==> src/rtl/comparador_serie.sv <==
// Bit-serial MSB-first magnitude comparator: one comparator cell reused over N clocks.
// Optional build macro COMPARADOR_SERIE_EARLY_EXIT_EN ends the scan at the first differing bit.
module comparador_serie #(
  parameter int N  = 8,
  parameter int CW = 4
) (
  input  logic         CLK,
  input  logic         RST,
  input  logic         START,
  input  logic [N-1:0] XIN,
  input  logic [N-1:0] YIN,
  output logic         BUSY,
  output logic         DONE,
  output logic         GT,
  output logic         EQ,
  output logic         LT
);

  // state  | meaning
  // S_IDLE | waiting for START; results from the last compare are held
  // S_RUN  | one cell per edge, MSB first, K/Z carry the decision
  // S_FIN  | publish GT/EQ/LT and pulse DONE on the way back to IDLE
  typedef enum logic [1:0] {S_IDLE, S_RUN, S_FIN} state_t;

  state_t        state_q, state_d;
  logic [N-1:0]  sx_q, sx_d;
  logic [N-1:0]  sy_q, sy_d;
  logic [CW-1:0] cnt_q, cnt_d;
  logic          k_q, k_d;
  logic          z_q, z_d;
  logic          done_q, done_d;
  logic          gt_q, gt_d;
  logic          eq_q, eq_d;
  logic          lt_q, lt_d;
  logic          decide_now;
  logic          last_bit;

  assign decide_now = ~k_q & (sx_q[N-1] ^ sy_q[N-1]);
  assign last_bit   = (cnt_q == '0);

  always_ff @(posedge CLK) begin
    if (RST) begin
      state_q <= S_IDLE;
      sx_q    <= '0;
      sy_q    <= '0;
      cnt_q   <= '0;
      k_q     <= 1'b0;
      z_q     <= 1'b0;
      done_q  <= 1'b0;
      gt_q    <= 1'b0;
      eq_q    <= 1'b0;
      lt_q    <= 1'b0;
    end else begin
      state_q <= state_d;
      sx_q    <= sx_d;
      sy_q    <= sy_d;
      cnt_q   <= cnt_d;
      k_q     <= k_d;
      z_q     <= z_d;
      done_q  <= done_d;
      gt_q    <= gt_d;
      eq_q    <= eq_d;
      lt_q    <= lt_d;
    end
  end

  always_comb begin
    state_d = state_q;
    sx_d    = sx_q;
    sy_d    = sy_q;
    cnt_d   = cnt_q;
    k_d     = k_q;
    z_d     = z_q;
    done_d  = 1'b0;
    gt_d    = gt_q;
    eq_d    = eq_q;
    lt_d    = lt_q;
    unique case (state_q)
      S_IDLE: begin
        if (START) begin
          sx_d    = XIN;
          sy_d    = YIN;
          k_d     = 1'b0;
          z_d     = 1'b0;
          cnt_d   = CW'(N - 1);
          state_d = S_RUN;
        end
      end
      S_RUN: begin
        if (decide_now) begin
          k_d = 1'b1;
          z_d = sx_q[N-1];
        end
        sx_d  = {sx_q[N-2:0], 1'b0};
        sy_d  = {sy_q[N-2:0], 1'b0};
        cnt_d = cnt_q - CW'(1);
`ifdef COMPARADOR_SERIE_EARLY_EXIT_EN
        if (last_bit || decide_now) state_d = S_FIN;
`else
        if (last_bit) state_d = S_FIN;
`endif
      end
      S_FIN: begin
        done_d  = 1'b1;
        gt_d    = k_q & z_q;
        lt_d    = k_q & ~z_q;
        eq_d    = ~k_q;
        state_d = S_IDLE;
      end
      default: state_d = S_IDLE;
    endcase
  end

  assign BUSY = (state_q != S_IDLE);
  assign DONE = done_q;
  assign GT   = gt_q;
  assign EQ   = eq_q;
  assign LT   = lt_q;

endmodule

==> config.mk <==
export PLATFORM = sky130hd
export DESIGN_NAME = comparador_serie
export DESIGN_NICKNAME = d
export VERILOG_FILES = /design/src/rtl/comparador_serie.sv
export SDC_FILE = /design/constraint.sdc
export NUM_CORES = 1
export LEC_CHECK = 0
export CORE_MARGIN = 3
export CORE_UTILIZATION = 53
export CTS_BUF_LIST = sky130_fd_sc_hd__clkbuf_8
export DETAILED_ROUTE_END_ITERATION = 10
export GPL_TIMING_DRIVEN = 0
export PLACE_DENSITY = 0.86
export SLEW_MARGIN = 20
export SYNTH_ARGS = -nofsm -noshare
export SYNTH_HDL_FRONTEND = slang
export SYNTH_SLANG_ARGS = --single-unit
==> constraint.sdc <==
create_clock -name CLK -period 1.6 [get_ports CLK]
set_input_delay 0.24 -clock CLK [delete_from_list [all_inputs] [get_ports CLK]]
set_output_delay 0.24 -clock CLK [all_outputs]
set_load 0.01 [all_outputs]
==> impl_results.md <==
- All-Layer GR Usage: 20.42%
- Area Overhead vs Synth: 25.39%
- Die area: ~3000 sq um
- Status: finished, final reports clean
- CTS root buffer: clkbuf_8
- Clock tree buffer depth: 2
- Number of global-route vias before repair: 926
- Mean Syn Cell Area: 9.779 sq um
- Fillers: 177
- Cts bufs inserted: 3
- Cell Area, Placed: 1536 sq um
- Syn. warnings: 0
- Post-Route WL: 2687 um
- R2R depth: 4
- F_max: 645.8 MHz
- VDD IR max: 0.9228 mV
- Placeable Area: 2233 sq um
- Multi-input gate area: approximately 620 sq um
- Routed length per instance: 14.52 um
- Fraction of layout instances using a drive strength above 1: 12.10%
- CP max stage cell: nor3b_1
- Cell mode on critical path: nor3b_1
- GP Congestion: ~0.76
- First-pass GRT wire length: 4326 um
- Mapped cell area: ~1300 sq um
- Sequential area share after synthesis: 44.09%
- Post-synth net total: 150
- Starting DRT DRC Count: 32
- Core Rows: 17
- Final hold violations: 0
- Post-synth ARST share: 0%
- Slew margin rel.: 58.62%
- Min cycle time layout: 1.549 ns
- Ys flop type: dfxtp_1
- Register area: between 500 and 600 sq um
- P per Cell Area: ~1000 nW/um^2
- Antenna viol nets, final: 0
- Setup TNS Final: 0 ns
- CP endpoint kind: flop
- Grt total ovfl: 0
- Critical Path AT: around 1.7 ns
- Cell depth of the worst hold path: 2
- Ant diodes: 0
- Clk Latency, worst-skew pair: 0.28 ns
- Clock-pin transition on the worst setup and hold timing paths: 0.09 ns
- Initial antenna violation count: 0
- DRC: 0
- Slew Limit Fails: 0
- Vias per cell: 5.643
- Crit-path max cell delay: roughly 0.55 ns
- Highest-count cells in the layout ignoring fill and taps: 26 x dfxtp_1, 23 x nor2_1, 22 x clkdlybuf4s50_1
- Final clock skew: 0.002531 ns
- Total stage count of the critical path: 4
- Worst-Margin Slew: 0.6194 ns
- Layout Nets: 178
- Largest net degree at the start of global routing: 16
- Top delay family on crit path: simple AND/OR/NAND/NOR gates
- Max Cap Viol: 0
- Initial Util: roughly 57%
- Yosys reg bits: 28
- Final Instance Area: around 1600 sq um
- Setup violators final: 0
- IO Port Bufs: 23
- Fin crit share: 96.78%
- Static leakage: 0.6772 nW
- Gate Count Post-Synth: 130
- Crit path kind: in2reg
- TritonCTS clock tree: built
- Clk sinks: 28
- Die Span Y: 54.98 um
- Cell Chain, Critical Path: clkdlybuf4s50_1 -> nor3b_1 -> nor3b_1 -> mux2_2
- Most common cell after layout, fill and taps aside: dfxtp_1
- Critical Path Fanout Max: 4
- Worst min path class: reg2reg
- Worst setup SP type: input port
- IO Pins: 24
- CTS H-Tree Depth: 1
- Total number of vias: 1044
- Synth cell types: 33
- Post-synth EDFFs: 0
- Hpwl dp: slightly above 2000 um
- Die width: 54.98 um
- Critical path data required time: 1.77 ns
- Buf/Inv on CP: 1
- Final design utilization: 71.37%
- Total iterations of the first detailed-routing run: 4
-- final timing paths --
kind / start / to / slack, ns
worst max-delay path: START / cnt_q[3] / 0.05
worst min-delay path: GT / GT / 0.46
worst max register to register: state_q[1] / cnt_q[3] / 0.23
worst min register to register: GT / GT / 0.46
-- power breakdown --
group          internal (W)  switching, W  leakage (nW)
clock network      0.000221      0.000222        0.0288
registers          0.000763     0.0000443         0.232
logic              0.000185      0.000165         0.417
-- cell usage after synthesis, types with 2 or more instances --
library cell | number | area share (%)
dfxtp_1 | 28 | 44
nor2_1 | 23 | 6.8
a211oi_1 | 15 | 8.9
mux2i_1 | 14 | 11
a21oi_1 | 5 | 2.0
nand2_1 | 4 | 1.2
nor3b_1 | 4 | 2.4
a22oi_1 | 3 | 1.8
buf_2 | 3 | 1.2
buf_6 | 3 | 2.7
nand2b_1 | 3 | 1.5
buf_4 | 2 | 1.2
inv_1 | 2 | 0.59
o311ai_1 | 2 | 1.4
-- cell type report --
class / instances / share of cell area (%)
sequential: 28 / 35.32
tap: 28 / 2.198
clock buffer: 4 / 3.454
timing repair buffer: 23 / 14.44
inverter: 2 / 0.4710
multi-input combinational: 90 / 38.62
buffer: 10 / 5.495
-- cells by family after synthesis --
kind of cell	Yosys count	synth area share [%]
AND/OR/NAND/NOR	44	17.91
AO/OA/AOI/OAI	29	16.93
flip-flops	28	44.09
multiplexers	15	11.91
buffers and inverters	12	7.479
XOR/XNOR	1	0.6891
adder cells (fa/ha/maj)	1	0.9841
-- through the flow --
step / worst slack, ns / total power (W) / hold WS (ns) / instances
after detailed placement: -0.2111 / 0.001175 / 0.4449 / 181
after floorplan: 0.3631 / 0.001056 / 0.3883 / 130
after global routing: -0.01792 / 0.001675 / 0.4843 / 185
final: 0.05148 / 0.001600 / 0.4585 / 185
after CTS: 0.009065 / 0.001605 / 0.4587 / 185
after global placement: -0.1821 / 0.001156 / 0.4381 / 181
-- registers in the layout, summed over array words and instances, names as in the netlist --
| name | flops |
|---|---|
| DONE | 1 |
| EQ | 1 |
| GT | 1 |
| LT | 1 |
| cnt_q | 4 |
| k_q | 1 |
| state_q | 2 |
| sx_q | 8 |
| sy_q | 8 |
| z_q | 1 |
-- metal layers --
layer | global-route usage, % | up-vias | share of wire (%)
li1 | - | 527 | -
met1 | 27.41 | 485 | 43
met2 | 33.66 | 27 | 51
met3 | 3.217 | 5 | 5.2
met4 | 6.073 | 0 | 1.2
met5 | 0 | - | 0
-- timing repair --
item	CTS	global route
gates resized for setup	1	3
setup endpoints to repair	1	1
pin swaps	0	0
cloned	0	0
buffers inserted	0	0
hold buffers	0	0
-- tightest hold or removal path: stages, from the launching register on --
cell,delay (ns)
dfxtp_1,0.32
nand2_1,0.05
a21oi_1,0.05
Note: power is estimated with default switching activity, not from simulation.
